## config.mk

```make
export PLATFORM = sky130hd
export DESIGN_NAME = in_fifo_drain
export DESIGN_NICKNAME = d
export VERILOG_FILES = /design/src/rtl/in_fifo_drain.sv
export SDC_FILE = /design/constraint.sdc
export NUM_CORES = 1
export LEC_CHECK = 0
export CAP_MARGIN = 20
export CORE_MARGIN = 4
export CORE_UTILIZATION = 64
export DETAILED_ROUTE_END_ITERATION = 10
export DONT_BUFFER_PORTS = 1
export HOLD_SLACK_MARGIN = 0.05
export PLACE_DENSITY = 0.87
export SKIP_CTS_REPAIR_TIMING = 1
export SLEW_MARGIN = 5
export SYNTH_ARGS = -nofsm -noshare
export SYNTH_HDL_FRONTEND = slang
export SYNTH_SLANG_ARGS = --single-unit
```

## constraint.sdc

```tcl
create_clock -name RDCLK -period 3.21 [get_ports RDCLK]
set_input_delay 0.321 -clock RDCLK [delete_from_list [all_inputs] [get_ports RDCLK]]
set_output_delay 0.321 -clock RDCLK [all_outputs]
set_load 0.1 [all_outputs]
```

## src/rtl/in_fifo_drain.sv

```systemverilog
// IN_FIFO read-side drain: RDEN issue, Q capture after RD_LAT cycles, 2-entry skid buffer onto valid/ready (first word RD_LAT+1 cycles after RDEN).
// Reads are credit-limited so a stalled M_READY never overflows the buffer; FLUSH drains and discards; IN_FIFO_DRAIN_CNT_EN builds WORD_CNT.
module in_fifo_drain #(
  parameter int NUM_CH = 10,
  parameter int DW     = 8,
  parameter int RD_LAT = 1
) (
  input  logic                 RDCLK,
  input  logic                 RESET_N,
  input  logic                 EMPTY,
  input  logic                 ALMOSTEMPTY,
  input  logic [NUM_CH*DW-1:0] Q,
  output logic                 RDEN,
  input  logic                 FLUSH,
  output logic [NUM_CH*DW-1:0] M_DATA,
  output logic                 M_VALID,
  input  logic                 M_READY,
  output logic                 BUSY,
  output logic                 ERR,
  output logic [31:0]          WORD_CNT
);

  localparam int W = NUM_CH * DW;

  typedef enum logic [1:0] {S_IDLE, S_RUN, S_FLUSH} state_t;

  state_t            state_q, state_d;
  logic [RD_LAT-1:0] rd_sr_q, rd_sr_d;
  logic [1:0]        occ_q, occ_d;
  logic [W-1:0]      ent0_q, ent0_d, ent1_q, ent1_d;
  logic              err_q, err_d;
  logic [1:0]        inflight;
  logic [2:0]        used;
  logic              cap, pop, flushing, accept;
  logic              unused_almostempty;

  assign unused_almostempty = ALMOSTEMPTY;

  always_comb begin
    inflight = '0;
    for (int i = 0; i < RD_LAT; i++) inflight = inflight + {1'b0, rd_sr_q[i]};
  end

  assign pop      = (occ_q != 2'd0) && M_READY;
  assign cap      = rd_sr_q[RD_LAT-1];
  assign flushing = (state_q == S_FLUSH) || FLUSH;
  assign accept   = cap && (state_q == S_RUN) && !FLUSH;
  // A head popping this cycle frees its slot in time for a read issued now.
  assign used     = {1'b0, occ_q} + {1'b0, inflight} - {2'b00, pop};

  always_comb begin
    RDEN = 1'b0;
    unique case (state_q)
      S_RUN:   RDEN = !EMPTY && (used < 3'd2);
      S_FLUSH: RDEN = !EMPTY;
      default: RDEN = 1'b0;
    endcase
  end

  always_comb begin
    rd_sr_d    = '0;
    rd_sr_d[0] = RDEN;
    for (int i = 1; i < RD_LAT; i++) rd_sr_d[i] = rd_sr_q[i-1];
  end

  always_comb begin
    state_d = state_q;
    unique case (state_q)
      S_IDLE: begin
        if (FLUSH)       state_d = S_FLUSH;
        else if (!EMPTY) state_d = S_RUN;
      end
      S_RUN: begin
        if (FLUSH) state_d = S_FLUSH;
        else if (EMPTY && inflight == 2'd0 && occ_q == 2'd0) state_d = S_IDLE;
      end
      S_FLUSH: begin
        if (!FLUSH && inflight == 2'd0) state_d = S_IDLE;
      end
      default: state_d = S_IDLE;
    endcase
  end

  always_comb begin
    occ_d  = occ_q;
    ent0_d = ent0_q;
    ent1_d = ent1_q;
    if (flushing) begin
      occ_d = 2'd0;
    end else begin
      if (pop) begin
        ent0_d = ent1_q;
        occ_d  = occ_q - 2'd1;
      end
      // Overflow (full, no pop) drops the word and is reported through ERR.
      if (accept) begin
        if (occ_d == 2'd0) begin
          ent0_d = Q;
          occ_d  = 2'd1;
        end else if (occ_d == 2'd1) begin
          ent1_d = Q;
          occ_d  = 2'd2;
        end
      end
    end
  end

  assign err_d = err_q || (accept && occ_q == 2'd2 && !pop) || (RDEN && EMPTY);

  always_ff @(posedge RDCLK or negedge RESET_N) begin
    if (!RESET_N) begin
      state_q <= S_IDLE;
      rd_sr_q <= '0;
      occ_q   <= 2'd0;
      ent0_q  <= '0;
      ent1_q  <= '0;
      err_q   <= 1'b0;
    end else begin
      state_q <= state_d;
      rd_sr_q <= rd_sr_d;
      occ_q   <= occ_d;
      ent0_q  <= ent0_d;
      ent1_q  <= ent1_d;
      err_q   <= err_d;
    end
  end

  assign M_DATA  = ent0_q;
  assign M_VALID = (occ_q != 2'd0);
  assign BUSY    = (inflight != 2'd0) || (occ_q != 2'd0) || (state_q == S_FLUSH);
  assign ERR     = err_q;

`ifdef IN_FIFO_DRAIN_CNT_EN
  logic [31:0] word_cnt_q, word_cnt_d;

  assign word_cnt_d = word_cnt_q + {31'd0, pop};

  always_ff @(posedge RDCLK or negedge RESET_N) begin
    if (!RESET_N) word_cnt_q <= '0;
    else          word_cnt_q <= word_cnt_d;
  end

  assign WORD_CNT = word_cnt_q;
`else
  assign WORD_CNT = '0;
`endif

endmodule

```

==> results of run 1 <==
[per-layer routing]
layer	vias up	part of all wire (%)	wire length (um)	track usage, %
met3	40	7.3	1470	9.32
li1	2343	-	-	-
met4	0	2.0	402	8.50
met1	2753	39	7910	29.5
met2	227	51	10400	41.3
met5	-	0	0	0
[final cells by class]
cell class,count,area share (%)
clock inverters,11,1.32
inverters,9,0.352
repair buffers,94,10.1
flip-flops and latches,166,43.3
multi-input cells,392,37.9
clock buffers,21,4.80
well taps,172,2.24
[how the worst min path moves through the flow]
| stage | to | cells after the start |
|---|---|---|
| after global placement | ent1_q[73] | 0 |
| after floorplan | ERR | 0 |
| final | ent1_q[73] | 0 |
| after global routing | M_DATA[5] | 0 |
| after detailed placement | ent1_q[73] | 0 |
| after CTS | ent1_q[74] | 0 |
[state kept, by name, summed over array words and instances (netlist names)]
signal and cells:
occ_q 2, cap 1, state_q 2, ent1_q 80, M_DATA 80, ERR 1
[stage by stage]
| step | total power [uW] | TNS, ns | cell area [um2] | utilization (%) | hold WS [ns] |
|---|---|---|---|---|---|
| floorplan | 6050 | 0 | 8310 | - | 0.0254 |
| global placement | 6220 | 0 | 8100 | 64.5 | 0.0294 |
| detailed placement | 6290 | 0 | 8100 | 64.5 | 0.0295 |
| CTS | 8310 | -0.151 | 8690 | 69.1 | -0.425 |
| global route | 8680 | -0.0378 | 9590 | 76.3 | -0.436 |
| finish | 8450 | 0 | 9590 | 76.3 | -0.408 |
[logic make-up after synthesis]
family	share of synthesized area [%]
adder cells (fa/ha/maj)	1.47
XOR/XNOR	0.214
AO/OA/AOI/OAI	9.42
flip-flops	50.8
other	0.0458
AND/OR/NAND/NOR	10.1
multiplexers	20.9
buffers and inverters	7.05
[critical path, delay by kind of cell (launching register included)]
family	cells	cell delay [ns]
fa+ha+maj	3	0.76
simple gates	3	0.54
flops	1	0.40
buf+inv	3	0.37
xor+xnor	1	0.19
compound gates	1	0.13
[power by group]
part / internal (uW) / leakage, uW / total (uW) / switching [uW]
Combinational: 506 / 0.00278 / 1230 / 723
Sequential: 2380 / 0.00230 / 5180 / 2800
Clock: 1190 / 0.000275 / 2030 / 847
[Yosys cell counts, drive strengths merged (2+ instances only)]
master / instances / area, um2
dfrtp: 166 / 4150
and3b: 81 / 709
mux2: 81 / 912
mux2i: 80 / 801
o2bb2ai: 80 / 701
buf: 56 / 423
clkbuf: 29 / 120
inv: 9 / 33.8
ha: 8 / 100
nand2b: 4 / 25.0
a21oi: 3 / 15.0
nand3b: 2 / 15.0
nor2: 2 / 7.51
nor2b: 2 / 12.5
xnor2: 2 / 17.5
==> results.toml, run 1 <==
[outcome]
violations = "hold timing"
status = "finished, violations left"

[timing]
fin_worst_skew_ns = 0.00934
whs_ns = -0.408
slew_headroom_pct = 35.3
timing.final.max_slew_violations = 0
setup_viol = 0
hold_viol_final = 166
fin_crit_ns = 3.16
post-route-period-util_pct = 98.3
worst_slack_ns = 0.0540
max_freq_ghz = 0.317
max_slew.worst_pin.slew_ns = 0.971

[cts]
cts_root_buffer = "clkbuf_16"
cts_tree = "built"
path_clk_slew_ns = 0.06
cts_made_buffers = 17
htree_levels = 4
clock_path_buffers = 2
clock_sinks = 166
insertion_delay_ns = 0.42

[global_routing]
grt_overflow_total = 0
grt_max_degree = 167
grt_pass1_vias = 5407
antenna_found_initial = 0
grt_usage_pct = 24.7
grt_pass1_wl_mm = 28.4

[floorplan]
start_util_pct = 65.1
fp.coreArea_um2 = 12600
dieArea_um2 = 14700
ios = 202
die_w_um = 121
row_count = 41
dieHeight_um = 121

[placement]
gp_congestion = 0.749
dp_slack_ns = 0.307
dp.cells = 748
hpwlAfterDp_mm = 10.6
io_buffers = 0

[critical_path]
slowest_delay_ns = 0.41
endpoint = "RDEN"
r2r-start = "occ_q[0]"
crit_path_end_kind = "output pin"
worst_ep_arrival_time_ns = 2.84
path_class = "reg2out"
worstPathMaxFanout = 3
startpoint_type = "flip-flop"
cp_slowest_cell = "fa_2"
rr_endpoint = "M_DATA[55]"
cp_cell_sequence = "inv_2 -> ha_4 -> nand2b_4 -> inv_2 -> ha_4 -> nand2b_4 -> fa_2 -> xnor2_2 -> a31oi_2 -> nor3b_4 -> buf_12"
rr_worst_depth = 9
r2r_slack_ns = 0.39
startpoint = "occ_q[0]"
critPathRequiredTime_ns = 2.89

[yosys]
yosys_warnings = 0
synth.distinct_cells = 35
syn_inst = 621
ys_ff_latch = 166
async_flop_share_pct = 100
synthFlopType = "dfrtp_1"
syn_area_um2 = 8180
synth_edf_count = 0
seq_area_frac_synth_pct = 50.8
syn_area_per_cell_um2 = 13.2

[hold_path]
hp-class = "in2async"

[route]
vias_per_cell = 6.20
dr.pass1.iters = 4
wl_per_cell_um = 23.3
route.detailed.drc = 0
vias = 5363
wl_mm = 20.1
drtIter0Drc = 406
antenna_left = 0

[final_layout]
drive_gt1_share_pct = 19.3
fillers = 743
syn_to_final_growth_pct = 17.3
mostFrequentLayoutCells = "165 x dfrtp_1, 81 x and3b_1, 80 x mux2i_1, 80 x o2bb2ai_1, 79 x dlygate4sd3_1"
multi_input_area_um2 = 3630
final_common_cell = "dfrtp_1"
regArea_um2 = 4160
stdcell_count = 865
nets = 775
antenna_cells = 0

[power]
leakagePower_uw = 0.00536
p_per_area_nw_per_um2 = 881
vdd_ir_drop_max_uv = 725

[job]
maxCapViolations = 0
Note: power is estimated with default switching activity, not from simulation.
==> inputs of run 2 (changes only) <==
- CTS_CLUSTER_SIZE: unset -> 24
- SKIP_LAST_GASP: unset -> 1
==> results of run 2 <==
Same layout as run 1: the final DEF is identical, and so are final timing and power.
==> inputs of run 3 (changes only) <==
- HOLD_SLACK_MARGIN: 0.05 -> 0.06
==> results.toml, run 3 (synthesized netlist as in run 1, its figures left out) <==
[power]
p_sw_uw = 4370
combPwrFrac_pct = 14.6
intPower_uw = 4080
p_seq_share_pct = 61.4
vdd_ir_drop_max_uv = 725
p_per_area_nw_per_um2 = 880
switching_share_pct = 51.7
p_clk_share_pct = 24.1
leakagePower_uw = 0.00537

[cts]
cts_root_buffer = "clkbuf_16"
clock_path_buffers = 2
cts_tree = "built"
path_clk_slew_ns = 0.07
insertion_delay_ns = 0.42
htree_levels = 4
cts_made_buffers = 17
clock_sinks = 166

[final_layout]
drive_gt1_share_pct = 19.3
nets = 776
final_common_cell = "dfrtp_1"
syn_to_final_growth_pct = 17.4
final_area_um2 = 9600
antenna_cells = 0
mostFrequentLayoutCells = "165 x dfrtp_1, 81 x and3b_1, 80 x mux2i_1, 80 x o2bb2ai_1, 80 x dlygate4sd3_1"

[timing]
fin_crit_ns = 3.16
post-route-period-util_pct = 98.3
hold_viol_final = 166
whs_ns = -0.410
max_slew.worst_pin.slew_ns = 0.980
max_freq_ghz = 0.317
fin_worst_skew_ns = 0.00717
slew_headroom_pct = 34.6
setup_viol = 0
timing.final.max_slew_violations = 0

[route]
vias_per_cell = 6.18
route.detailed.drc = 0
antenna_left = 0
drtIter0Drc = 383
wl_per_cell_um = 23.3
vias = 5354
wl_mm = 20.2
dr.pass1.iters = 4

[floorplan]
start_util_pct = 65.1
dieArea_um2 = 14700
ios = 202
die_w_um = 121
dieHeight_um = 121
row_count = 41
fp.coreArea_um2 = 12600

[global_routing]
grt_overflow_total = 0
grt_usage_pct = 24.7
grt_pass1_wl_mm = 28.4
antenna_found_initial = 0
grt_max_degree = 167
grt_pass1_vias = 5407

[critical_path]
r2r-start = "occ_q[0]"
rr_endpoint = "M_DATA[55]"
startpoint_type = "flip-flop"
rr_worst_depth = 9
critPathRequiredTime_ns = 2.89
slowest_delay_ns = 0.41
cp_cell_sequence = "inv_2 -> ha_4 -> nand2b_4 -> inv_2 -> ha_4 -> nand2b_4 -> fa_2 -> xnor2_2 -> a31oi_2 -> nor3b_4 -> buf_12"
worstPathMaxFanout = 3
worst_ep_arrival_time_ns = 2.83
path_class = "reg2out"
r2r_slack_ns = 0.38
crit_path_end_kind = "output pin"
cp_slowest_cell = "fa_2"

[placement]
io_buffers = 0
gp_congestion = 0.749
placed_cell_area_um2 = 8100
hpwlAfterDp_mm = 10.6

[outcome]
violations = "hold timing"
status = "finished, violations left"

[job]
maxCapViolations = 0

[hold_path]
hp-class = "in2async"
[run 3: area by class of cell]
class,count,area [um2]
clock buffer,21,460
clock inverter,11,126
multi-input combinational,392,3630
sequential,166,4160
timing repair buffer,95,976
fill,739,2970
inverter,9,33.8
tap,172,215
[run 3: worst max-delay path, delay by kind of cell, from the launching register on]
| kind | cells | cell delay (ns) |
|---|---|---|
| simple gates | 3 | 0.54 |
| flops | 1 | 0.40 |
| compound gates | 1 | 0.13 |
| fa+ha+maj | 3 | 0.76 |
| buf+inv | 3 | 0.37 |
| xor+xnor | 1 | 0.19 |
[run 3: layer usage]
layer	wire (um)	vias up	GRT usage, %	part of all wire [%]
met1	7870	2777	29.5	39
li1	-	2336	-	-
met5	0	-	0	0
met3	1430	35	9.32	7.1
met4	378	0	8.50	1.9
met2	10500	206	41.3	52
[run 3: worst max path at each step]
stage               startpoint  slack (ns)    to  cells after the start
detailed placement    occ_q[1]        0.31  RDEN                     11
global route          occ_q[0]       -0.04  RDEN                     11
floorplan             occ_q[1]        0.11  RDEN                     10
CTS                   occ_q[1]       -0.15  RDEN                     11
finish                occ_q[0]        0.05  RDEN                     11
global placement      occ_q[1]        0.39  RDEN                     11
[run 3: stage by stage]
stage	total power, uW	TNS, ns	std cells	util [%]	worst slack [ns]
2_1_floorplan	6050	0	652	-	0.114
3_3_place_gp	6220	0	748	64.5	0.390
3_5_place_dp	6290	0	748	64.5	0.307
4_1_cts	8310	-0.151	780	69.1	-0.151
5_1_grt	8680	-0.0378	866	76.4	-0.0378
6_report	8450	0	866	76.4	0.0545
[run 3: power groups by stage]
stage                     logic (uW)  clock network [uW]  registers (uW)
final                           1230                2030            5180
after global routing            1300                2160            5220
after CTS                       1080                2040            5180
after detailed placement        1080                   0            5210
after global placement          1030                   0            5200
after floorplan                  955                   0            5100
